--- src/rtl/bram_fifo_ctrl_if.sv ---
// Handshake and BRAM-port bundle for bram_fifo_ctrl; almost_full exists only when
// BRAM_FIFO_ALMOST_FULL_EN is defined.
interface bram_fifo_ctrl_if;
    logic [15:0] s_data;
    logic        s_valid;
    logic        s_ready;
    logic [15:0] m_data;
    logic        m_valid;
    logic        m_ready;
    logic [9:0]  level;
    logic [7:0]  bram_wr_addr;
    logic [31:0] bram_wr_data;
    logic [7:0]  bram_rd_addr;
    logic [31:0] bram_rd_data;
`ifdef BRAM_FIFO_ALMOST_FULL_EN
    logic        almost_full;
`endif

    modport slave (
        input  s_data, s_valid, m_ready, bram_rd_data,
        output s_ready, m_data, m_valid, level,
        output bram_wr_addr, bram_wr_data, bram_rd_addr
`ifdef BRAM_FIFO_ALMOST_FULL_EN
        , output almost_full
`endif
    );

    modport master (
        output s_data, s_valid, m_ready, bram_rd_data,
        input  s_ready, m_data, m_valid, level,
        input  bram_wr_addr, bram_wr_data, bram_rd_addr
`ifdef BRAM_FIFO_ALMOST_FULL_EN
        , input almost_full
`endif
    );
endinterface

--- src/rtl/bram_fifo_ctrl.sv ---
// 512x16 FIFO controller around a 1KB BRAM tile with a 2-entry output skid buffer.
// Optional registered almost_full output enabled by BRAM_FIFO_ALMOST_FULL_EN.
module bram_fifo_ctrl #(
    parameter int WR_ADDR_MSB_BIT    = 16,
    parameter int WR_EN_BIT          = 20,
    parameter int RD_SEL_BIT         = 24,
    parameter int ALMOST_FULL_THRESH = 480
) (
    input  logic            clk,
    input  logic            resetn,
    bram_fifo_ctrl_if.slave bus
);
    localparam logic [9:0] DEPTH = 10'd512;

    logic [8:0]  wptr_q, wptr_d;
    logic [8:0]  rptr_q, rptr_d;
    logic [9:0]  mem_cnt_q, mem_cnt_d;
    logic [9:0]  level_q, level_d;
    logic        in_flight_q, in_flight_d;
    logic [1:0]  ob_cnt_q, ob_cnt_d;
    logic [15:0] ob0_q, ob0_d;
    logic [15:0] ob1_q, ob1_d;
    logic        s_ready_q, s_ready_d;

    logic        push;
    logic        pop;
    logic        issue;
    logic [1:0]  occ_after_pop;
    logic [1:0]  ob_slot;
    logic [15:0] rd_word;
    logic [31:0] wr_data;
    logic        unused_rd_hi;

    assign rd_word      = bus.bram_rd_data[15:0];
    assign unused_rd_hi = ^bus.bram_rd_data[31:16];

    always_comb begin
        push = bus.s_valid && s_ready_q;
        pop  = (ob_cnt_q != 2'd0) && bus.m_ready;

        // A pop this cycle frees a skid slot; counting it sustains one word per cycle.
        occ_after_pop = ob_cnt_q + {1'b0, in_flight_q} - {1'b0, pop};
        issue         = (mem_cnt_q != 10'd0) && (occ_after_pop < 2'd2);

        wptr_d      = wptr_q + {8'd0, push};
        rptr_d      = rptr_q + {8'd0, issue};
        mem_cnt_d   = mem_cnt_q + {9'd0, push} - {9'd0, issue};
        in_flight_d = issue;
        ob_cnt_d    = occ_after_pop;

        ob_slot = ob_cnt_q - {1'b0, pop};
        ob0_d   = ob0_q;
        ob1_d   = ob1_q;
        if (pop) begin
            ob0_d = ob1_q;
        end
        if (in_flight_q) begin
            if (ob_slot == 2'd0) begin
                ob0_d = rd_word;
            end else begin
                ob1_d = rd_word;
            end
        end

        level_d   = mem_cnt_d + {9'd0, in_flight_d} + {8'd0, ob_cnt_d};
        s_ready_d = (mem_cnt_d < DEPTH);
    end

    always_comb begin
        wr_data             = '0;
        wr_data[RD_SEL_BIT] = rptr_q[8];
        if (push) begin
            wr_data[15:0]           = bus.s_data;
            wr_data[WR_ADDR_MSB_BIT] = wptr_q[8];
            wr_data[WR_EN_BIT]      = 1'b1;
        end
    end

    always_ff @(posedge clk or negedge resetn) begin
        if (!resetn) begin
            wptr_q      <= '0;
            rptr_q      <= '0;
            mem_cnt_q   <= '0;
            level_q     <= '0;
            in_flight_q <= 1'b0;
            ob_cnt_q    <= '0;
            ob0_q       <= '0;
            ob1_q       <= '0;
            s_ready_q   <= 1'b0;
        end else begin
            wptr_q      <= wptr_d;
            rptr_q      <= rptr_d;
            mem_cnt_q   <= mem_cnt_d;
            level_q     <= level_d;
            in_flight_q <= in_flight_d;
            ob_cnt_q    <= ob_cnt_d;
            ob0_q       <= ob0_d;
            ob1_q       <= ob1_d;
            s_ready_q   <= s_ready_d;
        end
    end

    assign bus.s_ready      = s_ready_q;
    assign bus.m_data       = ob0_q;
    assign bus.m_valid      = (ob_cnt_q != 2'd0);
    assign bus.level        = level_q;
    assign bus.bram_wr_addr = wptr_q[7:0];
    assign bus.bram_rd_addr = rptr_q[7:0];
    assign bus.bram_wr_data = wr_data;

`ifdef BRAM_FIFO_ALMOST_FULL_EN
    logic af_q;

    always_ff @(posedge clk or negedge resetn) begin
        if (!resetn) begin
            af_q <= 1'b0;
        end else begin
            af_q <= (mem_cnt_d >= 10'(ALMOST_FULL_THRESH));
        end
    end

    assign bus.almost_full = af_q;
`else
    localparam int af_thresh_unused = ALMOST_FULL_THRESH;
`endif
endmodule

--- src/flat_wrapper.sv ---
// flat-port wrapper written by rule: the top's interface ports become plain ports
module bram_fifo_ctrl_flat 
#(
    parameter int WR_ADDR_MSB_BIT    = 16,
    parameter int WR_EN_BIT          = 20,
    parameter int RD_SEL_BIT         = 24,
    parameter int ALMOST_FULL_THRESH = 480
)
  (clk, resetn, bus_s_data, bus_s_valid, bus_m_ready, bus_bram_rd_data, bus_s_ready, bus_m_data, bus_m_valid, bus_level, bus_bram_wr_addr, bus_bram_wr_data, bus_bram_rd_addr);
  bram_fifo_ctrl_if bus_i ();
  input  logic clk;
  input  logic resetn;
  input wire logic [$bits(bus_i.s_data)-1:0] bus_s_data;
  input wire logic [$bits(bus_i.s_valid)-1:0] bus_s_valid;
  input wire logic [$bits(bus_i.m_ready)-1:0] bus_m_ready;
  input wire logic [$bits(bus_i.bram_rd_data)-1:0] bus_bram_rd_data;
  output wire logic [$bits(bus_i.s_ready)-1:0] bus_s_ready;
  output wire logic [$bits(bus_i.m_data)-1:0] bus_m_data;
  output wire logic [$bits(bus_i.m_valid)-1:0] bus_m_valid;
  output wire logic [$bits(bus_i.level)-1:0] bus_level;
  output wire logic [$bits(bus_i.bram_wr_addr)-1:0] bus_bram_wr_addr;
  output wire logic [$bits(bus_i.bram_wr_data)-1:0] bus_bram_wr_data;
  output wire logic [$bits(bus_i.bram_rd_addr)-1:0] bus_bram_rd_addr;
  assign bus_i.s_data = bus_s_data;
  assign bus_i.s_valid = bus_s_valid;
  assign bus_i.m_ready = bus_m_ready;
  assign bus_i.bram_rd_data = bus_bram_rd_data;
  assign bus_s_ready = bus_i.s_ready;
  assign bus_m_data = bus_i.m_data;
  assign bus_m_valid = bus_i.m_valid;
  assign bus_level = bus_i.level;
  assign bus_bram_wr_addr = bus_i.bram_wr_addr;
  assign bus_bram_wr_data = bus_i.bram_wr_data;
  assign bus_bram_rd_addr = bus_i.bram_rd_addr;
  bram_fifo_ctrl #(.WR_ADDR_MSB_BIT(WR_ADDR_MSB_BIT), .WR_EN_BIT(WR_EN_BIT), .RD_SEL_BIT(RD_SEL_BIT), .ALMOST_FULL_THRESH(ALMOST_FULL_THRESH)) u_core (.clk(clk), .resetn(resetn), .bus(bus_i));
endmodule
--- config.mk ---
export PLATFORM = sky130hd
export DESIGN_NAME = bram_fifo_ctrl_flat
export DESIGN_NICKNAME = d
export VERILOG_FILES = /design/src/rtl/bram_fifo_ctrl_if.sv /design/src/rtl/bram_fifo_ctrl.sv /design/src/flat_wrapper.sv
export SDC_FILE = /design/constraint.sdc
export NUM_CORES = 1
export LEC_CHECK = 0
export ABC_AREA = 1
export BUFFER_PORTS_ARGS = -buffer_cell sky130_fd_sc_hd__clkbuf_2
export CORE_MARGIN = 5
export CORE_UTILIZATION = 55
export DETAILED_ROUTE_END_ITERATION = 7
export GPL_TIMING_DRIVEN = 0
export PLACE_DENSITY = 0.94
export REMOVE_ABC_BUFFERS = 1
export SYNTH_ARGS = -nofsm -noshare
export SYNTH_HDL_FRONTEND = slang
export SYNTH_SLANG_ARGS = --single-unit
--- constraint.sdc ---
create_clock -name clk -period 10.9 [get_ports clk]
set_input_delay 0.545 -clock clk [delete_from_list [all_inputs] [get_ports clk]]
set_output_delay 0.545 -clock clk [all_outputs]
set_load 0.005 [all_outputs]
==> results.yml, run 1 <==
sta:
  worst_pin_slew_ps: 835.6
  final_hold_viol_count: 0
  clock_skew_ps: 7.107
  setup_tns_ps: 0
  fin_hold_ws_ps: 165.1
  setup_viol: 0
  maxSlewHeadroom_pct: 44.16
  fin_ws_ps: 5907
  fin_crit_sh_pct: 45.81
  slew_violations: 0
  fmax_ghz: 0.2003
  min_period_ps: 4993
  rsz0062_at_grt: "no"
power:
  p_per_area_mw_per_mm2: 385.1
  power_switching_uw: 844.8
  p_sw_share_pct: 46.89
  pwr-share-seq_pct: 28.1
  intPower_uw: 956.9
  pwr-share-comb_pct: 58.5
  clockPowerShare_pct: 13.4
  finalPower_mw: 1.802
  power_leakage_nw: 2.621
  ir_drop_mv: 0.1381
min_path:
  hold_path.class: "input pin to async pin"
clock_tree:
  cts_tree: "built"
  clock_sinks: 74
  clk_pin_slew_ps: 80
  clockBufferDepth: 2
  htree_levels: 3
  numCtsBuffers: 9
  postCtsResizedCells: 0
  postCtsSetupBuffers: 0
  clock_latency_ps: 350
  cts_hold_buf: 0
  cts_root_buf: "clkbuf_8"
die:
  io_pins: 128
  row_count: 31
  die_w_um: 95
  die_h_um: 95
  coreArea_mm2: 0.007137
  start_util_pct: 55.68
  die_area_mm2: 0.009025
logic_synthesis:
  synthSimpleGateAreaFrac_pct: 21.44
  yosys.cell_types.count: 34
  yosysMostFrequentCell: "nand2_1"
  synthTopCellsByArea: "dfrtp_1 47%, nand2_1 8.6%, inv_1 6.8%, ha_1 6.3%, buf_4 4.2%"
  synth_top_area_share_pct: 46.60
  synth_commonest_cells: "91 x nand2_1, 74 x dfrtp_1, 72 x inv_1, 44 x nor2_1, 24 x nand3_1"
  synth_top_family_by_area: "simple AND/OR/NAND/NOR gates"
  yosysWarnings: 0
  avgSynthCellArea_um2: 8.583
  yosys_register_bits: 74
  syn_inst: 463
  yosys.area_share.adder_pct: 7.305
  synth_top_area_cell: "dfrtp_1"
  synthArstFlopShare_pct: 100.0
  synth-compound-area-share_pct: 5.699
  ys_seq_area_share_pct: 46.60
  syn_area_mm2: 0.003974
  synth_xor_area_share_pct: 4.188
  synth_edf_count: 0
  muxShareOfSynthArea_pct: 2.267
  synth_top_flop_cell: "dfrtp_1"
grt:
  grt_antenna_before_repair: 0
  grt_pass1_vias: 3237
  grt_pass1_wl_mm: 14.70
  overflow: 0
  grt_start_max_net_pins: 42
  grt.total_usage_pct: 21.00
worst_setup_path:
  worstPathArrival_ps: 5240
  crit_path_start_kind: "flop"
  r2r_slack_ps: 5910
  critical-path-slowest-cell: "clkinv_1"
  slowest_delay_ps: 530
  worstPathRequired_ps: 11140
  path_common_cell: "nand2_1"
  crit_type: "flop to flop"
  end_kind: "flop"
  path_max_fanout: 18
place:
  place_ws_ps: 5711
  gp_congestion: 0.8803
  io_buffers: 98
  dpl.hpwl_mm: 6.814
run:
  cap_viol_max_count: 0
finish:
  area_growth_pct: 17.73
  fillCellCount: 530
  diodes: 0
  fin_util_pct: 65.55
  drive_above_1_share_pct: 26.48
  layout.nets: 628
detailed_routing:
  firstDrtPassIters: 4
  vias: 3329
  wl_mm: 9.182
  route.detailed.drc: 0
  drt_iter0_markers: 159
  wl_per_cell_um: 13.95
  avgViaCountPerCell: 5.059
  postRouteAntennaNets: 0
outcome:
  status: "finished, final reports clean"
-- logic make-up (layout without fill, tap and decap cells) --
| kind of cell | after synthesis | count (layout) |
|---|---|---|
| AND/OR/NAND/NOR | 191 | 191 |
| buffers and inverters | 108 | 192 |
| flip-flops | 74 | 74 |
| AO/OA/AOI/OAI | 40 | 40 |
| adder cells (fa/ha/maj) | 22 | 22 |
| XOR/XNOR | 19 | 19 |
| multiplexers | 8 | 8 |
| other | 1 | 13 |
-- path summary, 6_finish.rpt --
check,cells after the start,to,start
worst max-delay path,29,u_core.bus.level[8],u_core.ob_cnt_q[1]
worst min-delay path,1,u_core.bus.m_data[0],resetn
min in group clk,2,u_core.ob1_q[1],bus_bram_rd_data[1]
worst max register to register,29,u_core.bus.level[8],u_core.ob_cnt_q[1]
worst min register to register,1,u_core.rptr_q[8],u_core.rptr_q[8]
max in group asynchronous,2,u_core.mem_cnt_q[8],resetn
-- routing by layer --
| layer | GRT usage, % | part of all wire, % | up-vias |
|---|---|---|---|
| li1 | - | - | 1593 |
| met1 | 24.15 | 40 | 1589 |
| met2 | 36.82 | 52 | 116 |
| met3 | 5.259 | 5.1 | 31 |
| met4 | 9.255 | 2.7 | 0 |
| met5 | 0 | 0 | - |
-- layout make-up --
class / instances / area (µm²) / area share [%]
sequential: 74 / 1852 / 39.58
multi-input combinational: 293 / 1674 / 35.79
timing repair buffer: 99 / 513.0 / 10.97
inverter: 77 / 289.0 / 6.178
clock buffer: 10 / 137.6 / 2.942
tap: 99 / 123.9 / 2.648
clock inverter: 6 / 88.84 / 1.899
-- critical path: cells and delay by family (launching register included) --
family,cells,cell delay [ps]
flops,1,390
buf+inv,6,850
simple gates,17,1780
fa+ha+maj,5,1490
compound gates,1,380
-- placed cells by master, fill, tap and decap left out, types with 9 or more instances in the layout --
master and n:
inv_1 72, o21ai_0 16, conb_1 13, dfrtp_1 74
clkbuf_8 10, ha_1 20, clkbuf_2 97, nor2_1 44
nand2_2 9, nand2_1 91, nand3_1 24, xor2_1 14
-- flip-flops by register name, indices dropped and copies added, names as in the netlist --
register and cells:
u_core.bus.level 10, u_core.bus.m_data 16, u_core.bus.s_ready 1, u_core.in_flight_q 1, u_core.mem_cnt_q 10, u_core.ob1_q 16, u_core.ob_cnt_q 2, u_core.rptr_q 9
u_core.wptr_q 9
-- power groups by stage --
| stage | registers, mW | logic [mW] | clock network (mW) |
|---|---|---|---|
| after floorplan | 0.501 | 0.734 | 0 |
| after global placement | 0.499 | 0.982 | 0 |
| after detailed placement | 0.507 | 1.04 | 0 |
| after CTS | 0.504 | 1.05 | 0.243 |
| after global routing | 0.520 | 1.18 | 0.258 |
| final | 0.506 | 1.05 | 0.242 |
-- through the flow --
step | cell area (µm²) | std cells
4_1_cts | 4678 | 658
5_1_grt | 4678 | 658
2_1_floorplan | 3815 | 444
3_3_place_gp | 4429 | 641
3_5_place_dp | 4452 | 642
6_report | 4678 | 658
(Power assumes the default switching activity.)
==> run 2: changes to the inputs <==
Settings changed: ABC_AREA 1 to 0, CORE_UTILIZATION 55 to 46, PLACE_DENSITY 0.94 to 0.85.
Clock period 10.9 ns to 4.4 ns, I/O delays scaled along.
==> run 2 against run 1 <==
  * Setup slack worse by 5600 ps
  * Cell count down 16%
  * Wire length down 9.7%
  * Cell area down 0.16%
  * First-iteration DRC count down 40%
  * Via count down 16%
  * Clock skew up 4.8 ps
  * Synthesized cell count down 24%
  * Combinational power rose to 2.6 times the previous value
  * Worst hold slack worse by 79 ps
  * Flip-flop and latch count unchanged
  * Core utilization down 8.7 points
  * Largest cell class unchanged
==> results.yml, run 2 <==
worst_setup_path:
  ff2ff_path_depth: 16
  worstPathRequired_ps: 4620
  crit_type: "flop to flop"
  path_common_cell: "ha_1"
  cp.depth: 16
  worstPathArrival_ps: 4330
  path_max_fanout: 17
  crit_path_start_kind: "flop"
  critical-path-slowest-cell: "dfrtp_1"
  cp_top_family: "adder cells"
  end_kind: "flop"
  path_cells: "or2_2 > nand2_8 > xnor2_1 > ha_1 > xnor2_4 > nor2_4 > ha_1 > inv_1 > ha_1 > fa_1 > a211o_1 > nand3_2 > o2111ai_2 > a211oi_2 > nand4_1 > xnor2_1"
  cp_num_buf_inv: 1
  slowest_delay_ps: 430
detailed_routing:
  firstDrtPassIters: 4
  route.detailed.drc: 0
  postRouteAntennaNets: 0
  top_layer: "met4"
  wl_mm: 8.290
  route.met3.wl_um: 493
  vias: 2785
  wl_met1_mm: 3.393
  drt_iter0_markers: 95
  wl_met2_mm: 4.301
  wl_per_cell_um: 14.91
  avgViaCountPerCell: 5.009
sta:
  maxSlewHeadroom_pct: 43.67
  slew_violations: 0
  fin_crit_sh_pct: 93.43
  fmax_ghz: 0.2433
  setup_tns_ps: 0
  final_hold_viol_count: 0
  setup_viol: 0
  min_period_ps: 4111
  worst_pin_slew_ps: 841.3
  clock_skew_ps: 11.94
power:
  power_leakage_nw: 2.403
  ir_drop_mv: 0.4015
  p_per_area_mw_per_mm2: 981.0
  finalPower_mw: 4.582
die:
  die_area_mm2: 0.01034
  row_count: 33
  die_h_um: 101.7
  die_w_um: 101.7
  coreArea_mm2: 0.008217
  io_pins: 128
  start_util_pct: 47.07
finish:
  final_common_cell: "clkbuf_2"
  layout.nets: 520
  layout_common_cells: "97 x clkbuf_2, 74 x dfrtp_1, 23 x inv_1, 23 x nand2_1, 21 x and3_1"
  area_growth_pct: 20.77
  fillCellCount: 684
  drive_above_1_share_pct: 34.81
  fin_util_pct: 56.84
  diodes: 0
logic_synthesis:
  yosysWarnings: 0
  syn_inst: 351
  synth_commonest_cells: "74 x dfrtp_1, 24 x nand2_1, 23 x buf_4, 23 x inv_1, 21 x and3_1"
  ys_seq_area_share_pct: 47.88
  yosysMostFrequentCell: "dfrtp_1"
  syn_area_mm2: 0.003867
  synthArstFlopShare_pct: 100.0
  yosys.cell_types.count: 51
  synth_top_area_cell: "dfrtp_1"
  yosys_register_bits: 74
  synth_edf_count: 0
  synthTopCellsByArea: "dfrtp_1 48%, ha_1 6.5%, mux2_2 4.7%, xnor2_1 4.5%, buf_4 4.5%"
  synth_top_area_share_pct: 47.88
  avgSynthCellArea_um2: 11.02
  synth_top_flop_cell: "dfrtp_1"
grt:
  overflow: 0
  grt.total_usage_pct: 16.59
  grt_pass1_wl_mm: 13.52
  grt_pass1_vias: 2896
  grt_start_max_net_pins: 47
  grt_antenna_before_repair: 0
place:
  dpl.hpwl_mm: 6.337
  gp_congestion: 0.8748
  io_buffers: 98
clock_tree:
  cts_tree: "built"
  clock_latency_ps: 350
  clockBufferDepth: 2
  clk_pin_slew_ps: 90
  htree_levels: 3
  cts_root_buf: "clkbuf_8"
  clock_sinks: 74
  postCtsSetupBuffers: 0
  numCtsBuffers: 9
min_path:
  hold_path.class: "input pin to flop"
  hold_depth: 3
outcome:
  status: "finished, final reports clean"
run:
  cap_viol_max_count: 0
[run 2: logic make-up (layout without fill, tap and decap cells)]
logic type	count (synthesis)	count (layout)	share of synthesized area (%)
flip-flops	74	74	47.88
buffers and inverters	53	141	7.376
AND/OR/NAND/NOR	99	99	14.88
AO/OA/AOI/OAI	43	43	7.344
other	1	13	0.09696
adder cells (fa/ha/maj)	22	22	7.506
multiplexers	32	32	8.800
XOR/XNOR	27	27	6.115
[run 2: through the flow]
| step | area, µm² | hold slack, ps | std cells | setup WS, ps |
|---|---|---|---|---|
| finish | 4671 | 86.20 | 556 | 289.1 |
| global route | 4671 | 82.67 | 556 | -13.33 |
| CTS | 4638 | 75.46 | 556 | 66.42 |
| detailed placement | 4397 | 212.9 | 539 | -748.9 |
| global placement | 4335 | 437.4 | 536 | -598.9 |
| floorplan | 3714 | -75.59 | 333 | 40.64 |
[run 2: cell type report]
class | instances | area, µm² | area share (%)
Timing Repair Buffer | 102 | 556.8 | 11.92
Tap cell | 105 | 131.4 | 2.813
Sequential cell | 74 | 1852 | 39.65
Multi-Input combinational cell | 236 | 1844 | 39.49
Clock buffer | 9 | 123.9 | 2.652
Inverter | 23 | 86.33 | 1.848
Clock inverter | 7 | 76.32 | 1.634
[run 2: final timing paths]
kind | startpoint | endpoint | slack [ps]
setup / recovery | u_core.ob_cnt_q[1] | u_core.bus.level[9] | 290
hold / removal | bus_bram_rd_data[15] | u_core.bus.m_data[15] | 90
setup reg to reg | u_core.ob_cnt_q[1] | u_core.bus.level[9] | 290
hold reg to reg | u_core.rptr_q[8] | u_core.rptr_q[8] | 480
max in group asynchronous | resetn | u_core.bus.s_ready | 3470
min in group asynchronous | resetn | u_core.bus.m_data[15] | 370
[run 2: routing by layer]
layer,vias to the layer above,track usage [%]
li1,1373,-
met1,1330,20.40
met2,71,28.17
met3,11,4.752
met4,0,5.317
met5,-,0
[run 2: repair_timing]
action | 4_1_cts | 5_1_grt
hold buffers | 1 | 0
endpoints found under the setup margin | 12 | 4
endpoints found under the hold margin | 28 | 0
pin swaps | 0 | 1
cloned | 0 | 0
resized for setup | 6 | 5
[run 2: power breakdown]
group | switching (mW) | leakage, nW | total, mW | internal [mW]
registers | 0.219 | 0.891 | 1.28 | 1.06
clock network | 0.265 | 0.0962 | 0.530 | 0.266
logic | 1.51 | 1.42 | 2.77 | 1.26
[run 2: worst min-delay path, cell delays in order]
cell	delay [ps]
clkbuf_2	90
nand2_1	40
o21ai_0	50
